$ cat src/rtl/video_scanlines.sv
// video_scanlines: CRT-style scanline dimming on a doubled-rate video stream.
module video_scanlines #(
  parameter int HALF_DEPTH = 0,
  localparam int W = HALF_DEPTH ? 3 : 8
) (
  input  logic         clk_sys,
  input  logic         reset,
  input  logic         ce_pix,
  input  logic [1:0]   scanlines,
  input  logic         hs_in,
  input  logic         vs_in,
  input  logic         hb_in,
  input  logic         vb_in,
  input  logic [W-1:0] r_in,
  input  logic [W-1:0] g_in,
  input  logic [W-1:0] b_in,
  output logic         hs_out,
  output logic         vs_out,
  output logic         hb_out,
  output logic         vb_out,
  output logic [W-1:0] r_out,
  output logic [W-1:0] g_out,
  output logic [W-1:0] b_out
);
  logic hs1, vs1, hb1, vb1, parity, pend, vs_line;
  logic [1:0] mode;
  logic [W-1:0] r1, g1, b1;
  logic line_start, frame_start, blank;
  assign line_start  = hs1 & ~hs_in;
  assign frame_start = ~vs1 & vs_in;
  assign blank       = hb1 | vb1;
  function automatic logic [W-1:0] dim(input logic [W-1:0] c, input logic [1:0] m, input logic odd);
    return (m == 2'd0 || !odd) ? c : m == 2'd1 ? c - (c >> 2) : m == 2'd2 ? c >> 1 : c >> 2;
  endfunction
  always_ff @(posedge clk_sys) begin
    if (reset) begin
      {hs1, vs1, r1, g1, b1} <= '0;
      {hb1, vb1} <= 2'b11;
      {parity, pend, vs_line, mode} <= '0;
      {hs_out, vs_out, r_out, g_out, b_out} <= '0;
      {hb_out, vb_out} <= 2'b11;
    end else if (ce_pix) begin
      {hs1, vs1, hb1, vb1} <= {hs_in, vs_in, hb_in, vb_in};
      {r1, g1, b1} <= {r_in, g_in, b_in};
      {hs_out, hb_out, vb_out} <= {hs1, hb1, vb1};
      r_out <= blank ? '0 : dim(r1, mode, parity);
      g_out <= blank ? '0 : dim(g1, mode, parity);
      b_out <= blank ? '0 : dim(b1, mode, parity);
      if (frame_start) mode <= scanlines;
      // a pending frame start forces the first line of the frame to be even
      if (line_start) begin
        parity  <= (pend | frame_start) ? 1'b0 : ~parity;
        pend    <= 1'b0;
        vs_line <= vs_in;
        vs_out  <= vs_line;
      end else if (frame_start) pend <= 1'b1;
    end
  end
endmodule

$ cat config.mk
export PLATFORM = sky130hd
export DESIGN_NAME = video_scanlines
export DESIGN_NICKNAME = d
export VERILOG_FILES = /design/src/rtl/video_scanlines.sv
export SDC_FILE = /design/constraint.sdc
export NUM_CORES = 1
export LEC_CHECK = 0
export CORE_MARGIN = 2
export CORE_UTILIZATION = 56
export CTS_BUF_LIST = sky130_fd_sc_hd__clkbuf_4
export DETAILED_ROUTE_END_ITERATION = 8
export GPL_TIMING_DRIVEN = 1
export PLACE_DENSITY = 0.83
export REMOVE_ABC_BUFFERS = 1
export SLEW_MARGIN = 20
export SYNTH_ARGS = -nofsm -noshare
export SYNTH_HDL_FRONTEND = slang
export SYNTH_SLANG_ARGS = --single-unit
$ cat constraint.sdc
create_clock -name clk_sys -period 2.15 [get_ports clk_sys]
set_input_delay 0.43 -clock clk_sys [delete_from_list [all_inputs] [get_ports clk_sys]]
set_output_delay 0.43 -clock clk_sys [all_outputs]
set_load 0.02 [all_outputs]
After elaboration in Yosys (flattened, before gate mapping)

Index checks and enable logic that the tools add are counted.

Latch bits: 0
Input port bits: 33
Memories kept: 0
Memory bits (writable): 0
Bits in registers: 61
Output and inout bits: 28
Memory bits (read-only): 0
Logic and storage cells: 52

Magnitude comparators: 0
Equal/unequal tests: 2
Multiply operators: 0
Bitwise gates (word level): 7
Add/sub/neg operators: 3
Shifts and indexed selects: 0
Reduce and logical (&&, ||, !) cells: 7
Div/mod/pow operators: 0
Multiplexer cells: 15

Operators with widths:

| cell                                                                   | number |
|---|---|
| 8-bit two-way mux                                                      | 9 |
| 8-bit by 6-bit subtractor with 8-bit output                            | 3 |
| 7-bit two-way mux                                                      | 3 |
| 2-bit AND reduction                                                    | 3 |
| 1-bit two-way mux                                                      | 3 |
| 1-bit NOT                                                              | 3 |
| 1-bit AND                                                              | 2 |
| 2-bit by 1-bit equality test with 1-bit output (second input constant) | 1 |
| 2-bit equality test (second input constant)                            | 1 |
| 2-bit zero test                                                        | 1 |
| 1-bit bitwise OR                                                       | 2 |
| 2-bit nonzero test                                                     | 1 |
| 1-bit zero test                                                        | 1 |
| 1-bit logical OR                                                       | 1 |

Longest topological paths before layout

Gate-level depths: netlist of the first run.

Word-level depth: 5
Depth in mapped cells: 9
Mapped depth without buffers: 9

Least setup slack after synthesis of the first run

No wires, ideal clock.

Path type: register to register
Start point: reg b1[2]
End point: reg b_out[4]
Data arrival time: 1.771 ns
Buffers on the path: 0
Period minus slack after synthesis: 1.886 ns
Path slack: 0.264 ns
Cell stages (with the launch flop): 9
Setup time: 0.116 ns
Data required time: 2.034 ns
Path through: dfxtp_1 ha_1 inv_1 fa_1 a21o_1 a21oi_1 xor2_1 o22ai_1 a31o_1

Longest elaborated chain between the ends: 4

Ends and longest elaborated chain:

| item                                        | line | source |
|---|---|---|
| start: declaration                          | 27   | `logic [W-1:0] r1, g1, b1;` |
| start signal: assignment                    | 44   | `{r1, g1, b1} <= {r_in, g_in, b_in};` |
| 8-bit by 6-bit subtractor with 8-bit output | 33   | `return (m == 2'd0 \|\| !odd) ? c : m == 2'd1 ? c - (c >> 2) : m == 2'd2 ? c >> 1 : c >> 2;` |
| 8-bit two-way mux (2 in a row)              | 33   |  |
| 8-bit two-way mux                           | 48   | `b_out <= blank ? '0 : dim(b1, mode, parity);` |
| end signal: assignment                      | 48   |  |
| end: declaration                            | 23   | `output logic [W-1:0] b_out` |

Every way passes these cells.
A chain may end at the register's enable or synchronous reset.

Final worst setup path of the first run

Start point: reg r1[0]
End point: reg r_out[4]

Longest elaborated chain between the ends: 4

Ends and longest elaborated chain:

| item                                        | line | source |
|---|---|---|
| start: declaration                          | 27   |  |
| start signal: assignment                    | 44   |  |
| 8-bit by 6-bit subtractor with 8-bit output | 33   |  |
| 8-bit two-way mux (2 in a row)              | 33   |  |
| 8-bit two-way mux                           | 46   | `r_out <= blank ? '0 : dim(r1, mode, parity);` |
| end signal: assignment                      | 46   |  |
| end: declaration                            | 21   | `output logic [W-1:0] r_out,` |

Every way passes these cells.

==> run_results.csv, run 1 <==
group,metric,value,unit
yosys,seq_area_frac_synth,0.331,
floorplan,io_pins,61,
yosys,async_reset_ff_frac,0,
setup_path,max_stage_delay,0.44,ns
global_routing,grt_remaining_overflow,0,
setup_path,path_cells,"inv_1 -> ha_1 -> inv_1 -> fa_1 -> a21o_1 -> a21oi_1 -> xor2_1 -> o22ai_1 -> a31o_1",
yosys,synth_area_leaders,"dfxtp_1 33%, mux2i_1 9.8%, ha_1 7.1%",
pwr,power_density,568,nW/um^2
global_routing,grt_pass1_vias,3520,
finish,fin_nets,571,
setup_path,cp.required,2.47,ns
setup_path,worstPathArrival,2.36,ns
setup_path,worstPathMaxFanout,3,
detailed_routing,ant_nets,0,
timing,hold-worst-slack,0.398,ns
finish,area_growth_syn_to_layout,23.9,%
global_routing,antenna_found_initial,0,
global_routing,grt_max_degree,59,
timing,finalCriticalPeriod,2.03,ns
yosys,syn_avg_cell_area,8.26,um^2
yosys,synth-seq-cells,61,
yosys,yosysWarnings,0,
yosys,yosys.area.top_type,"dfxtp_1",
place,hpwl,7.27,mm
yosys,syn_area,3690,um^2
yosys,ys.flop_type,"dfxtp_1",
yosys,synth_cells,447,
detailed_routing,wire_per_inst,17.0,um
clock_network,cts_sinks,61,
setup_path,worst-path-buf-inv,2,
setup_path,setup.worst_path.class,"reg -> reg",
finish,multiInputGateArea,2260,um^2
clock_network,cts_made_buffers,9,
pwr,peakVddDrop,0.000547,V
place,io_buffers,60,
floorplan,start_util,0.582,
run,drv_cap,0,
timing,worst_pin_slew,0.548,ns
finish,seqCellArea,1220,um^2
detailed_routing,vias_per_cell,6.11,
setup_path,crit_path_frequent_cell,"inv_1",
clock_network,clk_pin_slew,0.11,ns
detailed_routing,drtPass1Iterations,5,
outcome,status,"complete, no violations",
clock_network,postCtsSetupBuffers,0,
setup_path,endpoint,"r_out[4]",
floorplan,die_h,85.2,um
floorplan,rows,29,
detailed_routing,routed_wl,10.1,mm
place,gp_congestion,0.948,
floorplan,fp.coreArea,6350,um^2
yosys,synth_most_common_cell,"dfxtp_1",
clock_network,clk_latency,0.42,ns
yosys,yosysTopAreaCellShare,0.331,
yosys,synth_edf_count,0,
pwr,leakage,1.79,nW
timing,fmax,0.492,GHz
floorplan,die_width,85.2,um
detailed_routing,drc,0,
setup_path,crit_path_start,"r1[0]",
global_routing,grt_pass1_wl,16.7,mm
setup_path,r2r_slack,0.12,ns
timing,min_period_over_period,0.946,
timing,drv_slew,0,
finish,drive_above_1_share,0.0925,
setup_path,regToRegStartpoint,"r1[0]",
finish,antenna_cells,0,
setup_path,worst_r2r_path_depth,9,
clock_network,ctsHoldBuffers,0,
timing,tns,0,ns
yosys,synthTopCellsByCount,"61 x dfxtp_1, 45 x nor2_1, 36 x mux2i_1",
finish,finalNonFillerCells,596,
clock_network,clock_path_buffers,2,
hold_path,hold_path_class,"in -> reg",
clock_network,clockRootBuffer,"clkbuf_4",
setup_path,cp_top_family,"compound AO/OA/AOI/OAI gates",
detailed_routing,route.vias.total,3639,
setup_path,cp.depth,9,
finish,fillers,520,
place,dp.cells,580,
setup_path,critPathSlowestCell,"fa_1",
timing,rsz0062_at_grt,"false",
clock_network,cts_max_level,3,
global_routing,grt_use_total,0.290,
timing,final_hold_viol_count,0,
setup_path,r2r-end,"r_out[4]",
clock_network,cts_resized,0,
yosys,yosysUniqueCellTypes,49,
detailed_routing,drt_iter0_drc,300,
setup_path,cp-start-kind,"flop",
timing,fin_skew,0.0176,ns
floorplan,dieArea,7260,um^2
setup_path,endpoint_kind,"flop",
timing,relSlewSlack,0.634,
clock_network,cts_tree,"yes",
timing,setup_viol,0,
## cell usage in the layout (no fill, tap or decap), types with 4 or more instances in the layout
cell type        netlist  routed
o21a_1                 8       8
nand2_1               35      35
nor2_1                45      45
xor2_1                 5       5
a211oi_1               6       6
or3_1                  6       6
clkbuf_4               0      10
a21oi_1               32      32
mux2i_1               36      36
clkdlybuf4s50_1        0      58
dfxtp_1               61      61
and2_1                 5       5
nor2b_1                6       6
nand3_1                8       8
ha_1                  21      21
buf_4                  2      19
a211o_1                4       4
a31oi_1                5       5
o21ai_0               16      16
o21ai_1               30      30
o21bai_1               4       4
nor3_1                 5       5
a21o_1                 4       4
a22oi_1                9       9
inv_1                 22      22
nand2b_1               7       7
o22ai_1                5       5
## metrics by stage
| step | power [W] | worst slack (ns) | utilization | instance area, um^2 |
|---|---|---|---|---|
| 6_report | 0.00260 | 0.117 | 0.721 | 4580 |
| 3_3_place_gp | 0.00177 | 0.276 | 0.699 | 4440 |
| 2_1_floorplan | 0.00157 | 0.245 | - | 3570 |
| 5_1_grt | 0.00272 | 0.0224 | 0.721 | 4580 |
| 3_5_place_dp | 0.00179 | 0.205 | 0.699 | 4440 |
| 4_1_cts | 0.00260 | 0.168 | 0.721 | 4580 |
## logic make-up (layout without fill, tap and decap cells)
kind of cell | count (synthesis) | after routing | share of synthesized area
compound gates | 146 | 146 | 0.249
xor+xnor | 6 | 6 | 0.0142
fa+ha+maj | 24 | 24 | 0.0874
buf+inv | 48 | 120 | 0.0569
flops | 61 | 61 | 0.331
mux | 38 | 38 | 0.104
simple gates | 124 | 124 | 0.158
## flip-flops by register name (all words and copies together) (netlist names), 2 cells and up
register	flops
b1	8
r1	8
r_out	8
b_out	8
g1	8
mode	2
g_out	8
## power breakdown
part           leakage [nW]  switching, W  internal [W]
Sequential            0.498     0.0000494       0.00117
Combinational          1.21      0.000290      0.000268
Clock                0.0724      0.000460      0.000365
Total                  1.79      0.000800       0.00180
## area by class of cell
cell class	count	share of cell area
Multi-Input combinational cell	338	0.494
Sequential cell	61	0.267
Tap cell	77	0.0210
Inverter	23	0.0189
Clock inverter	6	0.0139
Clock buffer	10	0.0164
Timing Repair Buffer	81	0.169
## per-layer routing
metal	GRT usage	wire [um]	part of all wire
met4	0.115	230	0.023
met5	0	0	0
met3	0.0710	817	0.081
met2	0.477	4760	0.47
met1	0.366	4320	0.43
## worst reg2reg max path, stage by stage (launching register included)
cell and delay (ns):
dfxtp_1 0.34, inv_1 0.08, ha_1 0.15, inv_1 0.05, fa_1 0.44, a21o_1 0.20
a21oi_1 0.18, xor2_1 0.20, o22ai_1 0.11, a31o_1 0.19
## how the worst min path moves through the flow
stage | start | endpoint | cells after the start
after global placement | g_out[3] | g_out[3] | 2
after floorplan | vs_line | vs_line | 2
after CTS | ce_pix | g1[0] | 3
after global routing | ce_pix | g1[0] | 3
final | ce_pix | g1[0] | 3
after detailed placement | g_out[3] | g_out[3] | 2
Note: power is estimated with default switching activity, not from simulation.
==> run 2, diff against run 1 <==
Settings changed: CAP_MARGIN set to 5.
==> results of run 2 <==
Same layout as run 1: the final DEF is identical, and so are final timing and power.
==> run 3, diff against run 2 <==
Settings changed: REMOVE_ABC_BUFFERS 1 to not set.
==> run_results.csv, run 3 (same netlist as run 1, synthesis figures left out) <==
group,metric,value,unit
setup_path,worst-path-buf-inv,2,
pwr,leakage,1.81,nW
setup_path,cp.required,2.50,ns
timing,fin_ws,0.160,ns
clock_network,postCtsSetupBuffers,0,
global_routing,grt_remaining_overflow,0,
setup_path,cp_top_family,"compound AO/OA/AOI/OAI gates",
pwr,finalPower,0.00286,W
timing,hold-worst-slack,0.461,ns
pwr,power_density,615,nW/um^2
place,place_ws,0.122,ns
timing,fin_skew,0.0177,ns
setup_path,max_stage_delay,0.44,ns
floorplan,start_util,0.582,
timing,min_period_over_period,0.926,
place,io_buffers,60,
setup_path,path_cells,"inv_1 -> ha_1 -> inv_1 -> fa_1 -> a211oi_2 -> o21ai_1 -> a21oi_1 -> o21ai_1 -> a221oi_2",
clock_network,cts_max_level,3,
setup_path,endpoint_kind,"flop",
finish,final_common_cell,"dfxtp_1",
timing,tns,0,ns
timing,drv_slew,0,
finish,drive_above_1_share,0.109,
hold_path,hold_path_class,"reg -> reg",
global_routing,antenna_found_initial,0,
setup_path,critPathSlowestCell,"fa_1",
setup_path,crit_path_start,"b1[0]",
finish,mostFrequentLayoutCells,"59 x dfxtp_1, 58 x clkdlybuf4s50_1, 45 x nor2_1",
setup_path,cp.depth,9,
detailed_routing,drtPass1Iterations,5,
floorplan,dieArea,7260,um^2
place,hpwl,7.03,mm
global_routing,grt_pass1_vias,3389,
finish,antenna_cells,0,
clock_network,clk_latency,0.43,ns
detailed_routing,drt_iter0_drc,290,
detailed_routing,ant_nets,0,
timing,fmax,0.503,GHz
pwr,peakVddDrop,0.000485,V
detailed_routing,drc,0,
setup_path,worst_r2r_path_depth,9,
finish,area_growth_syn_to_layout,25.8,%
setup_path,worstPathArrival,2.34,ns
floorplan,rows,29,
clock_network,cts_made_buffers,9,
detailed_routing,vias_per_cell,5.94,
setup_path,worstPathMaxFanout,3,
setup_path,r2r_slack,0.16,ns
outcome,status,"complete, no violations",
timing,relSlewSlack,0.683,
timing,setup_viol,0,
clock_network,clockRootBuffer,"clkbuf_4",
global_routing,grt_use_total,0.270,
run,drv_cap,0,
detailed_routing,wl_met1,4.34,mm
timing,finalCriticalPeriod,1.99,ns
yosys,syn_nets,504,
timing,final_hold_viol_count,0,
clock_network,clk_pin_slew,0.12,ns
detailed_routing,routed_wl,9.61,mm
clock_network,cts_sinks,61,
setup_path,cp-start-kind,"flop",
floorplan,die_h,85.2,um
floorplan,die_width,85.2,um
detailed_routing,wire_per_inst,16.1,um
global_routing,grt_max_degree,35,
detailed_routing,top_layer_used,"met4",
finish,finalNonFillerCells,598,
floorplan,io_pins,61,
detailed_routing,route.vias.total,3554,
finish,fin_nets,573,
detailed_routing,met2_length,4.54,mm
timing,worst_pin_slew,0.474,ns
clock_network,clock_path_buffers,2,
place,gp_congestion,0.918,
setup_path,regToRegStartpoint,"b1[0]",
place,dp.cells,582,
floorplan,fp.coreArea,6350,um^2
finish,fillers,493,
clock_network,ctsHoldBuffers,0,
timing,rsz0062_at_grt,"false",
setup_path,r2r-end,"b_out[6]",
detailed_routing,wl_met3,565,um
global_routing,grt_pass1_wl,15.8,mm
setup_path,setup.worst_path.class,"reg -> reg",
clock_network,cts_tree,"yes",
setup_path,endpoint,"b_out[6]",
[run 3: cell types whose count changed in the layout (fill, tap and decap cells not counted), sizes merged]
cell,delta
inv,+1
clkinv,-2
buf,+2
bufinv,+2
clkbuf,-1
[run 3: what timing repair did]
item,in CTS,in global routing
resized for setup,0,7
endpoints found under the hold margin,0,0
endpoints found under the setup margin,0,3
[run 3: worst min-delay path by stage]
stage | from | depth (start not counted) | to | slack [ns]
2_1_floorplan | vs_line | 2 | vs_line | 0.46
3_3_place_gp | g_out[3] | 2 | g_out[3] | 0.45
3_5_place_dp | g_out[3] | 2 | g_out[3] | 0.45
4_1_cts | g_out[3] | 2 | g_out[3] | 0.46
5_1_grt | reset | 3 | r1[3] | 0.48
6_report | g_out[3] | 2 | g_out[3] | 0.46
[run 3: power breakdown]
group	switching (W)	total, W	internal, W
Clock	0.000484	0.00108	0.000593
Combinational	0.000293	0.000562	0.000270
Sequential	0.0000460	0.00122	0.00117
Total	0.000823	0.00286	0.00203
[run 3: through the flow]
step                 util  area (um^2)
floorplan               -         3690
global placement    0.698         4430
detailed placement  0.698         4430
CTS                 0.727         4620
global route        0.732         4650
finish              0.732         4650
[run 3: cell type report]
class,instances,area (um^2),share of cell area
multi-input cells,338,2290,0.492
flip-flops and latches,61,1220,0.263
repair buffers,83,763,0.164
clock inverters,7,123,0.0264
well taps,77,96.3,0.0207
inverters,23,86.3,0.0186
clock buffers,9,67.6,0.0145
[run 3: routing by layer]
| metal | vias to the layer above | track usage |
|---|---|---|
| li1 | 1743 | - |
| met1 | 1661 | 0.353 |
| met2 | 133 | 0.441 |
| met3 | 17 | 0.0623 |
| met4 | 0 | 0.0895 |
| met5 | - | 0 |
[run 3: worst reg2reg max path: stages, from the launching register on]
cell	delay, ns
dfxtp_1	0.34
inv_1	0.09
ha_1	0.14
inv_1	0.05
fa_1	0.44
a211oi_2	0.26
o21ai_1	0.12
a21oi_1	0.14
o21ai_1	0.09
a221oi_2	0.24
